$ cat config.mk
export PLATFORM = sky130hd
export DESIGN_NAME = serial_add_seq
export DESIGN_NICKNAME = d
export VERILOG_FILES = /design/src/rtl/adder_pkg.sv /design/src/rtl/debounce.sv /design/src/rtl/serial_add_seq.sv
export SDC_FILE = /design/constraint.sdc
export NUM_CORES = 1
export LEC_CHECK = 0
export CORE_MARGIN = 3
export CORE_UTILIZATION = 65
export CTS_BUF_LIST = sky130_fd_sc_hd__clkbuf_16
export DETAILED_ROUTE_END_ITERATION = 8
export GPL_TIMING_DRIVEN = 0
export PLACE_DENSITY_LB_ADDON = 0.08
export SKIP_LAST_GASP = 1
export SYNTH_ARGS = -nofsm -noshare
export SYNTH_HDL_FRONTEND = slang
export SYNTH_SLANG_ARGS = --single-unit
$ cat constraint.sdc
create_clock -name CLK -period 3.65 [get_ports CLK]
set_input_delay 0.5475 -clock CLK [delete_from_list [all_inputs] [get_ports CLK]]
set_output_delay 0.5475 -clock CLK [all_outputs]
set_load 0.05 [all_outputs]
$ cat src/rtl/adder_pkg.sv
// Shared widths and FSM state encoding for the bit-serial button adder.
package adder_pkg;
    localparam int OPERAND_W = 4;
    localparam int RESULT_W  = 5;
    localparam int COUNT_W   = 3;

    typedef enum logic [1:0] {
        ENT_A = 2'd0,
        ENT_B = 2'd1,
        ADD   = 2'd2,
        DONE  = 2'd3
    } state_t;
endpackage

$ cat src/rtl/debounce.sv
// Button conditioner: 2-FF synchronizer, stability counter, and a one-cycle
// pulse on each rising edge of the accepted (debounced) level.
module debounce #(
    parameter int DEBOUNCE_CYCLES = 12000
) (
    input  logic clk_i,
    input  logic rst_i,
    input  logic btn_i,
    output logic press_o
);
    localparam int CW = $clog2(DEBOUNCE_CYCLES + 1);
    localparam logic [CW-1:0] CNT_MAX = CW'(DEBOUNCE_CYCLES - 1);

    logic          sync1_q, sync2_q;
    logic          level_q, level_d;
    logic          press_q, press_d;
    logic [CW-1:0] cnt_q, cnt_d;

    // Any cycle where the synchronized input agrees with the level restarts the count.
    always_comb begin
        level_d = level_q;
        cnt_d   = '0;
        if (sync2_q != level_q) begin
            if (cnt_q == CNT_MAX) begin
                level_d = sync2_q;
            end else begin
                cnt_d = cnt_q + 1'b1;
            end
        end
        press_d = level_d & ~level_q;
    end

    always_ff @(posedge clk_i) begin
        if (rst_i) begin
            sync1_q <= 1'b0;
            sync2_q <= 1'b0;
            level_q <= 1'b0;
            cnt_q   <= '0;
            press_q <= 1'b0;
        end else begin
            sync1_q <= btn_i;
            sync2_q <= sync1_q;
            level_q <= level_d;
            cnt_q   <= cnt_d;
            press_q <= press_d;
        end
    end

    assign press_o = press_q;
endmodule

$ cat src/rtl/serial_add_seq.sv
// Two-button entry of two 4-bit operands (MSB first), bit-serial addition
// through one shared full-adder cell, and a registered LED display.
module serial_add_seq
    import adder_pkg::*;
#(
    parameter int DEBOUNCE_CYCLES = 12000
) (
    input  logic CLK,
    input  logic RST,
    input  logic PMOD1,
    input  logic PMOD2,
    output logic LED1,
    output logic LED2,
    output logic LED3,
    output logic LED4,
    output logic LED5
);
    logic press0, press1;

    debounce #(.DEBOUNCE_CYCLES(DEBOUNCE_CYCLES)) u_db_pmod1 (
        .clk_i   (CLK),
        .rst_i   (RST),
        .btn_i   (PMOD1),
        .press_o (press0)
    );

    debounce #(.DEBOUNCE_CYCLES(DEBOUNCE_CYCLES)) u_db_pmod2 (
        .clk_i   (CLK),
        .rst_i   (RST),
        .btn_i   (PMOD2),
        .press_o (press1)
    );

    // Simultaneous pulses on both buttons are ambiguous and discarded.
    logic bit_vld, bit_val;
    assign bit_vld = press0 ^ press1;
    assign bit_val = press1;

    state_t                 state_q, state_d;
    logic [COUNT_W-1:0]     cnt_q, cnt_d;
    logic [OPERAND_W-1:0]   a_q, a_d, b_q, b_d;
    logic [RESULT_W-1:0]    s_q, s_d;
    logic                   c_q, c_d;
    logic [RESULT_W-1:0]    led_q, led_d;

    logic [1:0] k;
    logic       fa_a, fa_b, fa_sum, fa_cout;

    assign k       = cnt_q[1:0];
    assign fa_a    = a_q[k];
    assign fa_b    = b_q[k];
    assign fa_sum  = fa_a ^ fa_b ^ c_q;
    assign fa_cout = (fa_a & fa_b) | (fa_a & c_q) | (fa_b & c_q);

    always_comb begin
        state_d = state_q;
        cnt_d   = cnt_q;
        a_d     = a_q;
        b_d     = b_q;
        s_d     = s_q;
        c_d     = c_q;
        led_d   = '0;

        case (state_q)
            ENT_A: begin
                if (bit_vld) begin
                    a_d = {a_q[OPERAND_W-2:0], bit_val};
                    if (cnt_q == 3'd3) begin
                        state_d = ENT_B;
                        cnt_d   = '0;
                    end else begin
                        cnt_d = cnt_q + 1'b1;
                    end
                end
            end
            ENT_B: begin
                if (bit_vld) begin
                    b_d = {b_q[OPERAND_W-2:0], bit_val};
                    if (cnt_q == 3'd3) begin
                        state_d = ADD;
                        cnt_d   = '0;
                        c_d     = 1'b0;
                    end else begin
                        cnt_d = cnt_q + 1'b1;
                    end
                end
            end
            ADD: begin
                s_d[k] = fa_sum;
                c_d    = fa_cout;
                if (cnt_q == 3'd3) begin
                    s_d[OPERAND_W] = fa_cout;
                    state_d        = DONE;
                    cnt_d          = '0;
                end else begin
                    cnt_d = cnt_q + 1'b1;
                end
            end
            DONE: begin
                if (bit_vld) begin
                    state_d = ENT_A;
                    cnt_d   = '0;
                    a_d     = '0;
                    b_d     = '0;
                    s_d     = '0;
                    c_d     = 1'b0;
                end
            end
            default: state_d = ENT_A;
        endcase

        // Display follows the next state so the registered LEDs change with it.
        case (state_d)
            ENT_A:   led_d = {1'b0, a_d};
            ENT_B:   led_d = {1'b1, b_d};
            DONE:    led_d = s_d;
            default: led_d = '0;
        endcase
    end

    always_ff @(posedge CLK) begin
        if (RST) begin
            state_q <= ENT_A;
            cnt_q   <= '0;
            a_q     <= '0;
            b_q     <= '0;
            s_q     <= '0;
            c_q     <= 1'b0;
            led_q   <= '0;
        end else begin
            state_q <= state_d;
            cnt_q   <= cnt_d;
            a_q     <= a_d;
            b_q     <= b_d;
            s_q     <= s_d;
            c_q     <= c_d;
            led_q   <= led_d;
        end
    end

    assign {LED5, LED4, LED3, LED2, LED1} = led_q;
endmodule

==> results.ini, run 1 <==
[detailed_routing]
wl_per_cell_um = 15.0
drt_iter0_markers = 71
wl_um = 5660
drc = 0
antenna_left = 0
viasPerCell = 5.79
num_vias = 2182
drtPass1Iterations = 4

[clock_tree]
clk_pin_slew_worst_paths_ps = 50
htree_levels = 3
cts_resized = 0
hold_buffers = 0
cts.sinks = 60
cts_tree = built
insertion_delay_ps = 320
root_buffer = clkbuf_16
ctsLongestPathBuffers = 2
cts_buffers = 9
cts_setup_buffers = 0

[grt]
grt_pass1_wl_um = 9940
grt_max_degree = 11
antenna_found_initial = 0
grt_pass1_vias = 2194
grt.overflow.total = 0
grt_use_total_pct = 25.2

[sta]
tightestPinTransition_ps = 615
period_needed_ps = 2640
maxSlewViolCount = 0
period_share_pct = 72.2
setup_viol = 0
rsz0062_at_grt = no
skew_ps = 6.27
fmax_mhz = 379
finalHoldViolCount = 0
relSlewSlack_pct = 58.6
tns_ps = 0

[yosys]
synth_cells = 303
yosys.area.top_type_share_pct = 43.1
synth.largest_area_cell = dfxtp_1
ys.flop_type = dfxtp_1
async_reset_ff_share_pct = 0
syn-num-nets = 319
yosysWarnings = 0
synth.ff_latch_count = 60
syn_area_um2 = 2790
synth-edff-count = 0
synth_area_leaders = dfxtp_1 43%, nor2_1 7.0%, ha_1 4.9%, xor2_1 4.4%, xnor2_1 4.1%
ys_types = 51
synthTopCellsByCount = 60 x dfxtp_1, 52 x nor2_1, 17 x nand3_1
synth.avg_cell_area_um2 = 9.20
ys_seq_area_share_pct = 43.1
synth.most_common_cell = dfxtp_1

[setup_path]
criticalPathCategory = reg2reg
end_kind = flip-flop
crit_cells = 6
path_cells = mux4_2, fa_1, mux2_2, a32o_1, mux2i_1, o32ai_1
crit_path_max_fanout = 6
critPathSlowestCell = mux4_2
critPathRequiredTime_ps = 3840
cp_top_family = multiplexers
r2r_cells = 6
cp_slowest_stage_delay_ps = 600
arrival_ps = 2830
crit_buf_inv = 0
crit_path_start_kind = flip-flop

[pwr]
p_leak_nw = 1.19
p_per_area_nw_per_um2 = 441
peakVddDrop_v = 0.000333
total_power_mw = 1.41

[final_layout]
drive_gt1_share_pct = 9.48
fillers = 269
nets = 338
insertedDiodeCount = 0
syn2layout_area_growth_pct = 14.5

[floorplanning]
num_io_pins = 9
die_w_um = 71.5
row_count = 23
initial_core_util_pct = 68.7
die_y_um = 71.5
core-area_um2 = 4060
die-area_um2 = 5110

[place]
portBuffers = 8
gp_congestion = 0.892
dp_hpwl_um = 3860

[job]
max_cap_violations = 0

[min_path]
hold_path_depth = 1
hp-class = reg2reg

[status]
status = finished clean

==> final timing paths <==
kind                      start            endpoint  slack, ps
max reg2reg            cnt_q[1]            led_q[1]       1010
min          u_db_pmod1.sync1_q  u_db_pmod1.sync2_q        450
max                    cnt_q[1]            led_q[1]       1010
min reg2reg  u_db_pmod1.sync1_q  u_db_pmod1.sync2_q        450
==> area by class of cell <==
cell class	instances	area [um2]	area share (%)
multi-input cells	220	1490	46.7
flip-flops and latches	60	1200	37.6
clock buffers	9	225	7.05
repair buffers	8	80.1	2.51
well taps	50	62.6	1.96
plain buffers	13	60.1	1.88
inverters	10	37.5	1.18
clock inverters	7	36.3	1.14
==> cell usage in the layout, fill, tap and decap left out, types with 8 or more instances in the layout <==
master	netlist	final
dfxtp_1	60	60
nor2_1	52	52
clkbuf_16	0	9
ha_1	11	11
xnor2_1	13	13
xor2_1	14	14
nand3_1	17	17
a21oi_1	10	10
inv_1	10	12
nand2_1	16	16
clkdlybuf4s50_1	0	8
==> through the flow <==
stage                     setup WS, ps  instance area, um2  hold slack [ps]  std cells  utilization (%)
after floorplan                   1410                2790              414        303                -
after global placement            1070                2930              431        361             72.2
after detailed placement          1050                2930              440        361             72.2
after CTS                         1040                3190              453        377             78.7
after global routing               955                3190              455        377             78.7
final                             1010                3190              451        377             78.7
==> state kept, by name, summed over array words and instances, names as in the netlist, 2 cells and up <==
signal	cells
a_q	4
cnt_q	3
u_db_pmod2.cnt_q	14
led_q	5
s_q	5
u_db_pmod1.cnt_q	14
state_q	2
b_q	4
==> cell families (layout without fill, tap and decap cells) <==
kind of cell	Yosys count	after routing	share of synthesized area [%]
buf+inv	23	47	3.50
fa+ha+maj	12	12	5.65
mux	14	14	6.33
compound gates	42	42	10.8
flops	60	60	43.1
xor+xnor	28	28	9.06
simple gates	124	124	21.6
==> power by group <==
group | switching, mW | total [mW] | internal (mW)
Clock | 0.282 | 0.730 | 0.449
Sequential | 0.00167 | 0.660 | 0.659
Combinational | 0.0116 | 0.0177 | 0.00609
Total | 0.295 | 1.41 | 1.11
==> per-layer routing <==
metal	vias up	part of all wire (%)	GRT usage [%]	wire length, um
li1	1085	-	-	-
met1	1039	42	28.1	2390
met2	43	52	44.6	2930
met3	15	3.6	5.61	205
met4	0	2.5	12.7	142
met5	-	0	0	0
(Power assumes the default switching activity.)
==> run 2: changes to the inputs <==
--- a/config.mk
+++ b/config.mk
@@ -6,7 +6,7 @@
 export NUM_CORES = 1
 export LEC_CHECK = 0
 export CORE_MARGIN = 3
-export CORE_UTILIZATION = 65
+export CORE_UTILIZATION = 54
 export CTS_BUF_LIST = sky130_fd_sc_hd__clkbuf_16
 export DETAILED_ROUTE_END_ITERATION = 8
 export GPL_TIMING_DRIVEN = 0
==> constraint.sdc (replaced) <==
create_clock -name CLK -period 2.4 [get_ports CLK]
set_input_delay 0.36 -clock CLK [delete_from_list [all_inputs] [get_ports CLK]]
set_output_delay 0.36 -clock CLK [all_outputs]
set_load 0.05 [all_outputs]
==> run 2 against run 1 <==
  * Via count decreased by 2.1%
  * Register-to-register slack got worse by 980 ps
  * Worst setup slack got worse by 980 ps
  * Clock power grew 60%
  * Combinational power increased by 50%
  * First-iteration DRC count increased by 31%
  * Core utilization is 12 points lower
  * Sequential share of layout area decreased by 0.45 points
  * Largest cell class unchanged
==> results.ini, run 2 (synthesis results as in run 1) <==
[status]
status = finished clean

[sta]
setup_viol = 0
maxSlewViolCount = 0
skew_ps = 5.54
period_needed_ps = 2370
tightestPinTransition_ps = 610
hold-worst-slack_ps = 451
tns_ps = 0
relSlewSlack_pct = 59.0
period_share_pct = 98.6
rsz0062_at_grt = yes
fmax_mhz = 423
finalHoldViolCount = 0

[floorplanning]
die_w_um = 77.9
die-area_um2 = 6060
initial_core_util_pct = 57.5
core-area_um2 = 4850
row_count = 25
num_io_pins = 9
die_y_um = 77.9

[clock_tree]
cts.sinks = 60
ctsLongestPathBuffers = 2
insertion_delay_ps = 320
clk_pin_slew_worst_paths_ps = 50
root_buffer = clkbuf_16
htree_levels = 3
cts_tree = built
cts_buffers = 9

[setup_path]
criticalPathCategory = reg2reg
arrival_ps = 2550
crit_path_max_fanout = 6
crit_path_start_kind = flip-flop
ff2ff_setup_slack_ps = 30
r2r_cells = 6
end_kind = flip-flop
critPathRequiredTime_ps = 2580

[final_layout]
syn2layout_area_growth_pct = 16.6
mostFrequentLayoutCells = 58 x dfxtp_1, 52 x nor2_1, 17 x nand3_1, 16 x nand2_1, 14 x xor2_1
drive_gt1_share_pct = 11.0
insertedDiodeCount = 0
nets = 340
layout_commonest_cell = dfxtp_1
reg_top3 = u_db_pmod1.cnt_q: 14 flops, u_db_pmod2.cnt_q: 14 flops
fin_area_um2 = 3250
instances_no_fill = 393
fillers = 413

[grt]
grt_use_total_pct = 20.0
grt_pass1_vias = 2115
antenna_found_initial = 0
grt_pass1_wl_um = 9440
grt.overflow.total = 0
grt_max_degree = 11

[place]
dp_hpwl_um = 3740
placed_cell_area_um2 = 2950
dp.cells = 378
portBuffers = 8
gp_congestion = 0.846

[detailed_routing]
wl_um = 5430
viasPerCell = 5.44
wl_per_cell_um = 13.8
num_vias = 2137
antenna_left = 0
drt_iter0_markers = 93
drc = 0
drtPass1Iterations = 4

[pwr]
peakVddDrop_v = 0.000388
p_per_area_nw_per_um2 = 678
p_leak_nw = 1.19
total_power_mw = 2.20

[min_path]
hp-class = reg2reg
hold_path_depth = 1

[job]
max_cap_violations = 0

-- run 2: cell types whose count changed in the layout (fill, tap and decap cells not counted), sizes merged --
cell    previous run  this run
buf                5         7
bufinv             0         1
clkinv             5         3
inv               12        10
-- run 2: layout make-up --
cell class,count,area (um2),share of cell area (%)
flip-flops and latches,60,1210,37.2
multi-input cells,220,1500,46.0
well taps,67,83.8,2.58
clock buffers,9,225,6.93
repair buffers,10,95.1,2.92
inverters,10,37.5,1.15
plain buffers,13,61.3,1.89
clock inverters,4,43.8,1.35
-- run 2: per-layer routing --
metal  track usage [%]  share of wire (%)  vias to the layer above
li1                  -                  -                     1090
met1              22.1                 44                     1008
met2              34.4                 50                       30
met3              7.19                3.7                        9
met4              8.36                2.0                        0
met5                 0                  0                        -
-- run 2: through the flow --
stage	setup WS [ps]	utilization [%]
2_1_floorplan	158	-
4_1_cts	2.82	66.6
3_5_place_dp	-131	60.9
6_report	34.3	67.1
3_3_place_gp	-141	60.9
5_1_grt	-23.7	67.1
-- run 2: path summary, 6_finish.rpt --
| path | start | end |
|---|---|---|
| worst max-delay path | cnt_q[0] | led_q[2] |
| worst min-delay path | u_db_pmod2.sync1_q | u_db_pmod2.sync2_q |
| worst max register to register | cnt_q[0] | led_q[2] |
| worst min register to register | u_db_pmod2.sync1_q | u_db_pmod2.sync2_q |
-- run 2: critical path: stages, from the launching register on --
cell and delay [ps]:
dfxtp_4 380, mux4_2 520, fa_2 500, mux2_2 280, a32o_1 220, mux2i_1 210, o32ai_1 120
-- run 2: report_power, final --
group	switching, mW	internal [mW]
logic	0.0173	0.00925
registers	0.00261	1.00
clock network	0.399	0.775
-- run 2: repair_timing --
action,CTS,global route
setup buffers,0,2
pin swaps,0,3
gates resized for setup,4,4
endpoints found under the setup margin,4,5
hold buffers,0,0
==> run 3: changes to the inputs <==
--- a/config.mk
+++ b/config.mk
@@ -6,11 +6,12 @@
 export NUM_CORES = 1
 export LEC_CHECK = 0
 export CORE_MARGIN = 3
-export CORE_UTILIZATION = 54
+export CORE_UTILIZATION = 40
 export CTS_BUF_LIST = sky130_fd_sc_hd__clkbuf_16
 export DETAILED_ROUTE_END_ITERATION = 8
 export GPL_TIMING_DRIVEN = 0
 export PLACE_DENSITY_LB_ADDON = 0.08
+export RECOVER_POWER = 50
 export SKIP_LAST_GASP = 1
 export SYNTH_ARGS = -nofsm -noshare
 export SYNTH_HDL_FRONTEND = slang
==> constraint.sdc (replaced) <==
create_clock -name CLK -period 2.8 [get_ports CLK]
set_input_delay 0.42 -clock CLK [delete_from_list [all_inputs] [get_ports CLK]]
set_output_delay 0.42 -clock CLK [all_outputs]
set_load 0.05 [all_outputs]
==> run 3 against run 2 <==
  * Non-clock buffer count decreased by 2
  * Worst setup slack gained 89 ps
  * Power fell by 12%
  * Sequential power down 14%
  * Maximum frequency fell by 12%
  * Critical endpoint is now led_q[0]
==> results.ini, run 3 (synthesis results as in run 1) <==
[place]
place_worst_setup_slack_ps = 120
dp_hpwl_um = 4110
portBuffers = 8
gp_congestion = 0.851

[final_layout]
insertedDiodeCount = 0
reg_top3 = u_db_pmod1.cnt_q: 14 flops, u_db_pmod2.cnt_q: 14 flops
syn2layout_area_growth_pct = 17.0
mostFrequentLayoutCells = 60 x dfxtp_1, 52 x nor2_1, 17 x nand3_1, 16 x nand2_1, 14 x xor2_1
nets = 338
drive_gt1_share_pct = 8.87
layout_commonest_cell = dfxtp_1

[setup_path]
arrival_ps = 2900
crit_path_max_fanout = 6
criticalPathCategory = reg2reg
crit_path_start_kind = flip-flop
end_kind = flip-flop
critPathRequiredTime_ps = 3020

[pwr]
p_leak_nw = 1.20
total_power_mw = 1.93
peakVddDrop_v = 0.000446
p_per_area_nw_per_um2 = 593

[sta]
tns_ps = 0
rsz0062_at_grt = no
maxSlewViolCount = 0
skew_ps = 4.68
period_needed_ps = 2680
period_share_pct = 95.6
relSlewSlack_pct = 62.0
setup_ws_ps = 123
fmax_mhz = 374
hold-worst-slack_ps = 443
setup_viol = 0
tightestPinTransition_ps = 565
finalHoldViolCount = 0

[detailed_routing]
viasPerCell = 5.02
wl_um = 5880
num_vias = 2108
drt_iter0_markers = 70
drc = 0
wl_per_cell_um = 14.0
drtPass1Iterations = 4
antenna_left = 0

[job]
max_cap_violations = 0

[grt]
grt_max_degree = 11
grt.overflow.total = 0
grt_use_total_pct = 16.9
antenna_found_initial = 0
grt_pass1_wl_um = 10100
grt_pass1_vias = 2077

[clock_tree]
clk_pin_slew_worst_paths_ps = 50
root_buffer = clkbuf_16
cts_resized = 0
cts_setup_buffers = 0
htree_levels = 3
hold_buffers = 0
ctsLongestPathBuffers = 2
cts_buffers = 9
insertion_delay_ps = 320
cts_tree = built
cts.sinks = 60

[floorplanning]
num_io_pins = 9
row_count = 29
core-area_um2 = 6570
die_y_um = 89.5
die-area_um2 = 8010
die_w_um = 89.5
initial_core_util_pct = 42.5

[status]
status = finished clean

[min_path]
hp-class = reg2reg

==> run 3: metrics by stage <==
stage               cells  cell area [um2]  utilization, %
floorplan             303             2790               -
CTS                   420             3270            49.8
global placement      404             2990            45.5
finish                420             3260            49.7
detailed placement    404             2990            45.5
global route          420             3260            49.7
==> run 3: layout make-up <==
class                   count  area [um2]
repair buffers              8        80.1
flip-flops and latches     60        1200
inverters                  10        37.5
clock buffers               9         225
well taps                  93         116
plain buffers              13        52.6
multi-input cells         220        1490
fillers                   638        3310
clock inverters             7        58.8
==> run 3: final timing paths <==
path                                         start  depth (start not counted)  slack (ps)            endpoint
worst min register to register  u_db_pmod1.sync1_q                          1         440  u_db_pmod1.sync2_q
worst min-delay path            u_db_pmod1.sync1_q                          1         440  u_db_pmod1.sync2_q
worst max-delay path                      cnt_q[1]                          6         120            led_q[0]
worst max register to register            cnt_q[1]                          6         120            led_q[0]
==> run 3: critical path, stage by stage (launching register included) <==
cell and delay, ps:
dfxtp_1 500, mux4_2 580, fa_1 630, mux2_2 190, a22oi_1 100, or3_1 380, a22oi_1 200
==> run 3: metal layers <==
metal	vias to the layer above	share of wire [%]	global-route usage, %
met5	-	0	0
met1	974	49	22.3
met2	39	45	26.2
li1	1084	-	-
met4	0	2.2	6.77
met3	11	4.1	4.42
==> run 3: where the power goes <==
group	total (mW)	switching [mW]	internal (mW)
sequential	0.860	0.00208	0.858
clock	1.05	0.375	0.675
combinational	0.0231	0.0154	0.00767
